==> config.mk <==
export PLATFORM = sky130hd
export DESIGN_NAME = alu_op_scheduler
export DESIGN_NICKNAME = d
export VERILOG_FILES = /design/src/rtl/alu_op_scheduler.sv
export SDC_FILE = /design/constraint.sdc
export NUM_CORES = 1
export LEC_CHECK = 0
export CAP_MARGIN = 20
export CORE_MARGIN = 10
export CORE_UTILIZATION = 36
export DETAILED_ROUTE_END_ITERATION = 16
export PLACE_DENSITY_LB_ADDON = 0.15
export SETUP_SLACK_MARGIN = 0.05
export SYNTH_ARGS = -nofsm -noshare
export SYNTH_HDL_FRONTEND = slang
export SYNTH_SLANG_ARGS = --single-unit
export TNS_END_PERCENT = 100
==> constraint.sdc <==
create_clock -name clk -period 1.65 [get_ports clk]
set_input_delay 0.2475 -clock clk [delete_from_list [all_inputs] [get_ports clk]]
set_output_delay 0.2475 -clock clk [all_outputs]
set_load 0.01 [all_outputs]
==> src/rtl/alu_op_scheduler.sv <==
// alu_op_scheduler
// Shares one execute-stage ALU between two requesters (req0 = main issue slot,
// req1 = auxiliary unit). Round-robin arbitration, one operation in flight,
// result sampled a fixed ALU_LATENCY cycles after issue and returned with a
// single-cycle response strobe.
//
// Optional build macro: ALU_OP_CHECK_EN
//   defined   -> illegal control codes (1001-1100, 1110, 1111) skip the ALU and
//                respond immediately with rsp_err = 1 and rsp_data = 0.
//   undefined -> every code is issued unchanged and rsp_err is tied low.
module alu_op_scheduler #(
    parameter int DATA_W      = 32,
    parameter int ALU_LATENCY = 0   // 0..7; the wait counter is only 3 bits wide
) (
    input  logic              clk,
    input  logic              reset,
    input  logic              req0_valid,
    output logic              req0_ready,
    input  logic [3:0]        req0_op,
    input  logic [DATA_W-1:0] req0_a,
    input  logic [DATA_W-1:0] req0_b,
    input  logic              req1_valid,
    output logic              req1_ready,
    input  logic [3:0]        req1_op,
    input  logic [DATA_W-1:0] req1_a,
    input  logic [DATA_W-1:0] req1_b,
    output logic [3:0]        alu_control_signal,
    output logic [DATA_W-1:0] alu_a,
    output logic [DATA_W-1:0] alu_b,
    output logic              alu_issue,
    input  logic [DATA_W-1:0] alu_result,
    output logic              rsp_valid,
    output logic              rsp_id,
    output logic [DATA_W-1:0] rsp_data,
    output logic              rsp_err
);

    typedef enum logic [1:0] {
        S_IDLE  = 2'd0,
        S_ISSUE = 2'd1,
        S_WAIT  = 2'd2,
        S_RESP  = 2'd3
    } state_t;

    localparam logic [2:0] LAT = 3'(ALU_LATENCY);

    state_t            state_q, state_d;
    logic              ptr_q, ptr_d;        // requester favoured when both are valid
    logic              id_q, id_d;          // winner of the op in flight
    logic              err_q, err_d;        // op in flight carries an illegal code
    logic [3:0]        op_q, op_d;
    logic [DATA_W-1:0] a_q, a_d;
    logic [DATA_W-1:0] b_q, b_d;
    logic [DATA_W-1:0] result_q, result_d;
    logic [2:0]        cnt_q, cnt_d;

    logic [1:0]        req_valid;
    logic [1:0]        grant;
    logic [3:0]        req_op [2];
    logic [DATA_W-1:0] req_a  [2];
    logic [DATA_W-1:0] req_b  [2];
    logic              sel_id;
    logic [3:0]        sel_op;
    logic              handshake;
    logic              illegal_op;

    assign req_valid = {req1_valid, req0_valid};
    assign req_op[0] = req0_op;
    assign req_op[1] = req1_op;
    assign req_a[0]  = req0_a;
    assign req_a[1]  = req1_a;
    assign req_b[0]  = req0_b;
    assign req_b[1]  = req1_b;

    // A requester wins if it is the only one asking, or if the pointer names it.
    genvar gi;
    generate
        for (gi = 0; gi < 2; gi++) begin : g_grant
            assign grant[gi] = req_valid[gi] & (~req_valid[1-gi] | (ptr_q == 1'(gi)));
        end
    endgenerate

    assign sel_id    = grant[1];
    assign sel_op    = req_op[sel_id];
    // No acceptance while reset is held, so nothing is latched into a state being cleared.
    assign handshake = (state_q == S_IDLE) && (|grant) && !reset;

`ifdef ALU_OP_CHECK_EN
    assign illegal_op = sel_op inside {[4'd9:4'd12], 4'd14, 4'd15};
`else
    assign illegal_op = 1'b0;
`endif

    // State register.
    always_ff @(posedge clk) begin
        if (reset) begin
            state_q <= S_IDLE;
        end else begin
            state_q <= state_d;
        end
    end

    // Next-state logic: IDLE -> ISSUE -> (WAIT) -> RESP -> IDLE, illegal ops jump straight to RESP.
    always_comb begin
        state_d = state_q;
        case (state_q)
            S_IDLE: begin
                if (handshake) begin
                    state_d = illegal_op ? S_RESP : S_ISSUE;
                end
            end
            S_ISSUE: begin
                state_d = (LAT == 3'd0) ? S_RESP : S_WAIT;
            end
            S_WAIT: begin
                if (cnt_q == 3'd1) begin
                    state_d = S_RESP;
                end
            end
            S_RESP: begin
                state_d = S_IDLE;
            end
            default: begin
                state_d = S_IDLE;
            end
        endcase
    end

    // Datapath registers: latched request, wait counter, captured result, pointer.
    always_ff @(posedge clk) begin
        if (reset) begin
            ptr_q    <= 1'b0;
            id_q     <= 1'b0;
            err_q    <= 1'b0;
            op_q     <= 4'd0;
            a_q      <= '0;
            b_q      <= '0;
            result_q <= '0;
            cnt_q    <= 3'd0;
        end else begin
            ptr_q    <= ptr_d;
            id_q     <= id_d;
            err_q    <= err_d;
            op_q     <= op_d;
            a_q      <= a_d;
            b_q      <= b_d;
            result_q <= result_d;
            cnt_q    <= cnt_d;
        end
    end

    // Datapath next-state: the result is sampled on the edge that ends cycle ISSUE+ALU_LATENCY.
    always_comb begin
        ptr_d    = ptr_q;
        id_d     = id_q;
        err_d    = err_q;
        op_d     = op_q;
        a_d      = a_q;
        b_d      = b_q;
        result_d = result_q;
        cnt_d    = cnt_q;
        case (state_q)
            S_IDLE: begin
                if (handshake) begin
                    id_d     = sel_id;
                    op_d     = sel_op;
                    a_d      = req_a[sel_id];
                    b_d      = req_b[sel_id];
                    err_d    = illegal_op;
                    // Cleared so an illegal op (which never reaches the ALU) responds with 0.
                    result_d = '0;
                end
            end
            S_ISSUE: begin
                cnt_d = LAT;
                if (LAT == 3'd0) begin
                    result_d = alu_result;
                end
            end
            S_WAIT: begin
                cnt_d = cnt_q - 3'd1;
                if (cnt_q == 3'd1) begin
                    result_d = alu_result;
                end
            end
            S_RESP: begin
                ptr_d = ~id_q;
            end
            default: begin
            end
        endcase
    end

    // Outputs: ready only in IDLE, operands held from ISSUE through the capture cycle, strobe in RESP.
    always_comb begin
        req0_ready         = 1'b0;
        req1_ready         = 1'b0;
        alu_issue          = 1'b0;
        alu_control_signal = 4'd0;
        alu_a              = '0;
        alu_b              = '0;
        rsp_valid          = 1'b0;
        rsp_id             = 1'b0;
        rsp_data           = '0;
        rsp_err            = 1'b0;
        case (state_q)
            S_IDLE: begin
                req0_ready = grant[0] & ~reset;
                req1_ready = grant[1] & ~reset;
            end
            S_ISSUE: begin
                alu_issue          = 1'b1;
                alu_control_signal = op_q;
                alu_a              = a_q;
                alu_b              = b_q;
            end
            S_WAIT: begin
                alu_control_signal = op_q;
                alu_a              = a_q;
                alu_b              = b_q;
            end
            S_RESP: begin
                rsp_valid = 1'b1;
                rsp_id    = id_q;
                rsp_data  = result_q;
`ifdef ALU_OP_CHECK_EN
                rsp_err   = err_q;
`else
                rsp_err   = 1'b0;
`endif
            end
            default: begin
            end
        endcase
    end

endmodule

==> metrics <==
status complete, but fails checks; violated checks negative setup slack; Residual DRC 0; RSZ-0062 raised after global routing true; Worst Setup Start Kind register; Synth Instances 611; fin. max-slew vios 0; Initial Util 36.7%; Vias 5,525; dpl cell area 0.00841 mm2; WL final 20,800 um; CTS Buf Count 9; post-route ant nets 0; top post-synthesis cells by area dfxtp_1, mux2i_1, and2_1; Top Family by Delay on Critical Path buffers and inverters; sequential cell area fraction in the yosys report 40.3%; Syn Area/Cell 8.70 um2; HPWL after DPL 14,200 um; setup TNS -14,610 ps; maximum vdd drop 0.719 mV; Power Dens Cells 1290 mW/mm2; initial antenna violation count 0; CP Buf/Inv Count 4; CTS clock-pin slew for the worst setup and hold paths 70 ps; first-pass GRT wire length 28,700 um; Longest Clk Path Bufs 2; Synth top area share 40.3%; vias in the first global route 5,470; I/O Pins 278; post-DR wirelength/cell 18.8 um; GRT overflow 0; Pre-antenna DRT Iters 4; CTS Hold Bufs 0; Mapped Area 0.00532 mm2; Static Leak 4.17 nW; Tot Pwr 12.4 mW; largest net degree at the start of global routing 108; maximum capacitance violations 0; GPL Wtd Cong 0.821; Final Hold Vio Count 0; DRT iter0 DRCs 201; DR vias/cell 4.98; Setup crit end kind output pin; Final setup viols 131; share of cells above drive strength 1 33.3%; worst hold path class reg -> reg; FF+latch count, synth 107; master of the slowest instance on the critical path dfxtp_2; CTS tree done; fin crit period 1820 ps; clock skew 5.72 ps; Die Y 142 um; die width 142 um; syn_nets 790; area occupied by multi-input gates 0.00323 mm2; Total Nets Final 1,099; R2R setup slack -160 ps; Netlist cell types 26; CTS H-Tree Depth 3; Core Box Area 0.0145 mm2; gr usage total 17.7%; Root Driver clkbuf_16; PnR worst setup slack -173 ps; dominant cell type by area after synthesis dfxtp_1; Worst-Skew Late Latency 350 ps; CP Data Arrival Time 1580 ps; achievable frequency 0.549 GHz; die area 0.0200 mm2; Final Cell Area 0.00959 mm2; # rows 44; CP cell instances inv_2 -> ha_4 -> buf_8 -> clkbuf_16 -> and2_4 -> buf_6; register area 0.00214 mm2; crit-path max FO 7; area grow syn2layout 80.3%; fin crit share 110%; synth warn 0; Layout fillers 1,185; Clock Sinks 107; CP required 1400 ps; Port Buffer Count 276; worst stage delay on the critical path 340 ps; critical path type reg -> out
final timing paths:
check                           cells past startpoint         start           end
worst min register to register                      2  result_q[15]  result_q[15]
worst min-delay path                                2  result_q[15]  result_q[15]
worst max register to register                      9    state_q[1]  result_q[30]
worst max-delay path                                6    state_q[1]     alu_a[31]
worst register-to-register path: stages, from the launching register on:
cell       delay (ps)
dfxtp_2           330
buf_4             150
ha_4              190
buf_12            140
buf_4             140
a221oi_4          230
buf_6             160
clkbuf_16         160
nand3_1           100
a21oi_1           140
layout make-up:
cell class / instances / share of cell area (%)
flip-flops and latches: 107 / 22.4
diodes: 1 / 0.0261
inverters: 8 / 0.313
repair buffers: 355 / 38.0
clock buffers: 12 / 2.68
clock inverters: 4 / 0.509
multi-input cells: 439 / 33.7
well taps: 184 / 2.40
where the power goes:
part	internal (mW)	leakage, nW	switching [mW]
Clock	1.26	0.153	0.961
Combinational	3.59	3.14	3.11
Sequential	3.15	0.878	0.284
through the flow:
step / util, % / hold slack, ps / setup WS [ps] / std cells
after floorplan: - / 412 / 53.7 / 611
after global placement: 58.1 / 433 / -315 / 1054
after detailed placement: 58.1 / 440 / -321 / 1054
after CTS: 60.1 / 449 / -246 / 1083
after global routing: 66.2 / 472 / -238 / 1109
final: 66.2 / 453 / -173 / 1110
repair_timing:
| action | in CTS | in global routing |
|---|---|---|
| pin swaps | 4 | 49 |
| gates resized for setup | 466 | 165 |
| gates cloned | 5 | 11 |
| endpoints found under the setup margin | 205 | 205 |
| buffers inserted | 8 | 16 |
synthesized netlist by cell type:
cell / count
a211oi_1: 70
a21oi_1: 34
a221o_1: 1
a221oi_4: 1
a22oi_1: 1
and2_1: 101
buf_1: 2
buf_2: 15
buf_4: 2
buf_6: 11
clkbuf_1: 27
conb_1: 1
dfxtp_1: 107
ha_1: 7
inv_1: 8
mux2i_1: 70
nand2_1: 33
nand2b_1: 3
nand3_1: 34
nor2_1: 76
nor2_4: 1
nor2b_1: 1
o21ai_1: 2
o21bai_4: 1
o22a_1: 1
o22ai_1: 1
flip-flops by register name, indices dropped and copies added, names as in the netlist:
signal    flops
a_q          32
b_q          32
cnt_q         3
id_q          1
op_q          4
ptr_q         1
result_q     32
state_q       2
logic make-up (layout without fill, tap and decap cells):
logic type	Yosys count	after routing	synth area share, %
AND/OR/NAND/NOR	249	249	23.5
multiplexers	70	70	13.2
AO/OA/AOI/OAI	112	112	14.7
flip-flops	107	107	40.3
other	1	2	0.0705
adder cells (fa/ha/maj)	7	7	1.65
buffers and inverters	65	379	6.64
layer usage:
metal	GRT usage, %	up-vias	part of all wire [%]
li1	-	2709	-
met1	19.5	2592	40
met2	29.9	193	50
met3	7.11	31	8.1
met4	6.89	0	2.4
met5	0	-	0
placed cells by master, fill, tap and decap left out, types with 2 or more instances in the layout:
cell,synthesis,final
clkdlybuf4s50_1,0,170
dfxtp_1,107,105
nor2_1,76,74
mux2i_1,70,69
buf_6,11,69
and2_1,101,59
a211oi_1,70,49
buf_2,15,46
and2_4,0,42
buf_4,2,39
nand2_1,33,33
a211oi_2,0,21
nand3_1,34,19
a21oi_1,34,19
clkbuf_16,0,18
a21oi_2,0,15
nand3_2,0,15
buf_12,0,11
inv_1,8,6
ha_1,7,4
buf_16,0,4
buf_8,0,4
inv_2,0,2
nor2_4,1,2
nand2b_1,3,2
ha_4,0,2
clkinv_2,0,2
clkbuf_8,0,2
dfxtp_2,0,2
Power figures use the tool's default switching activity.
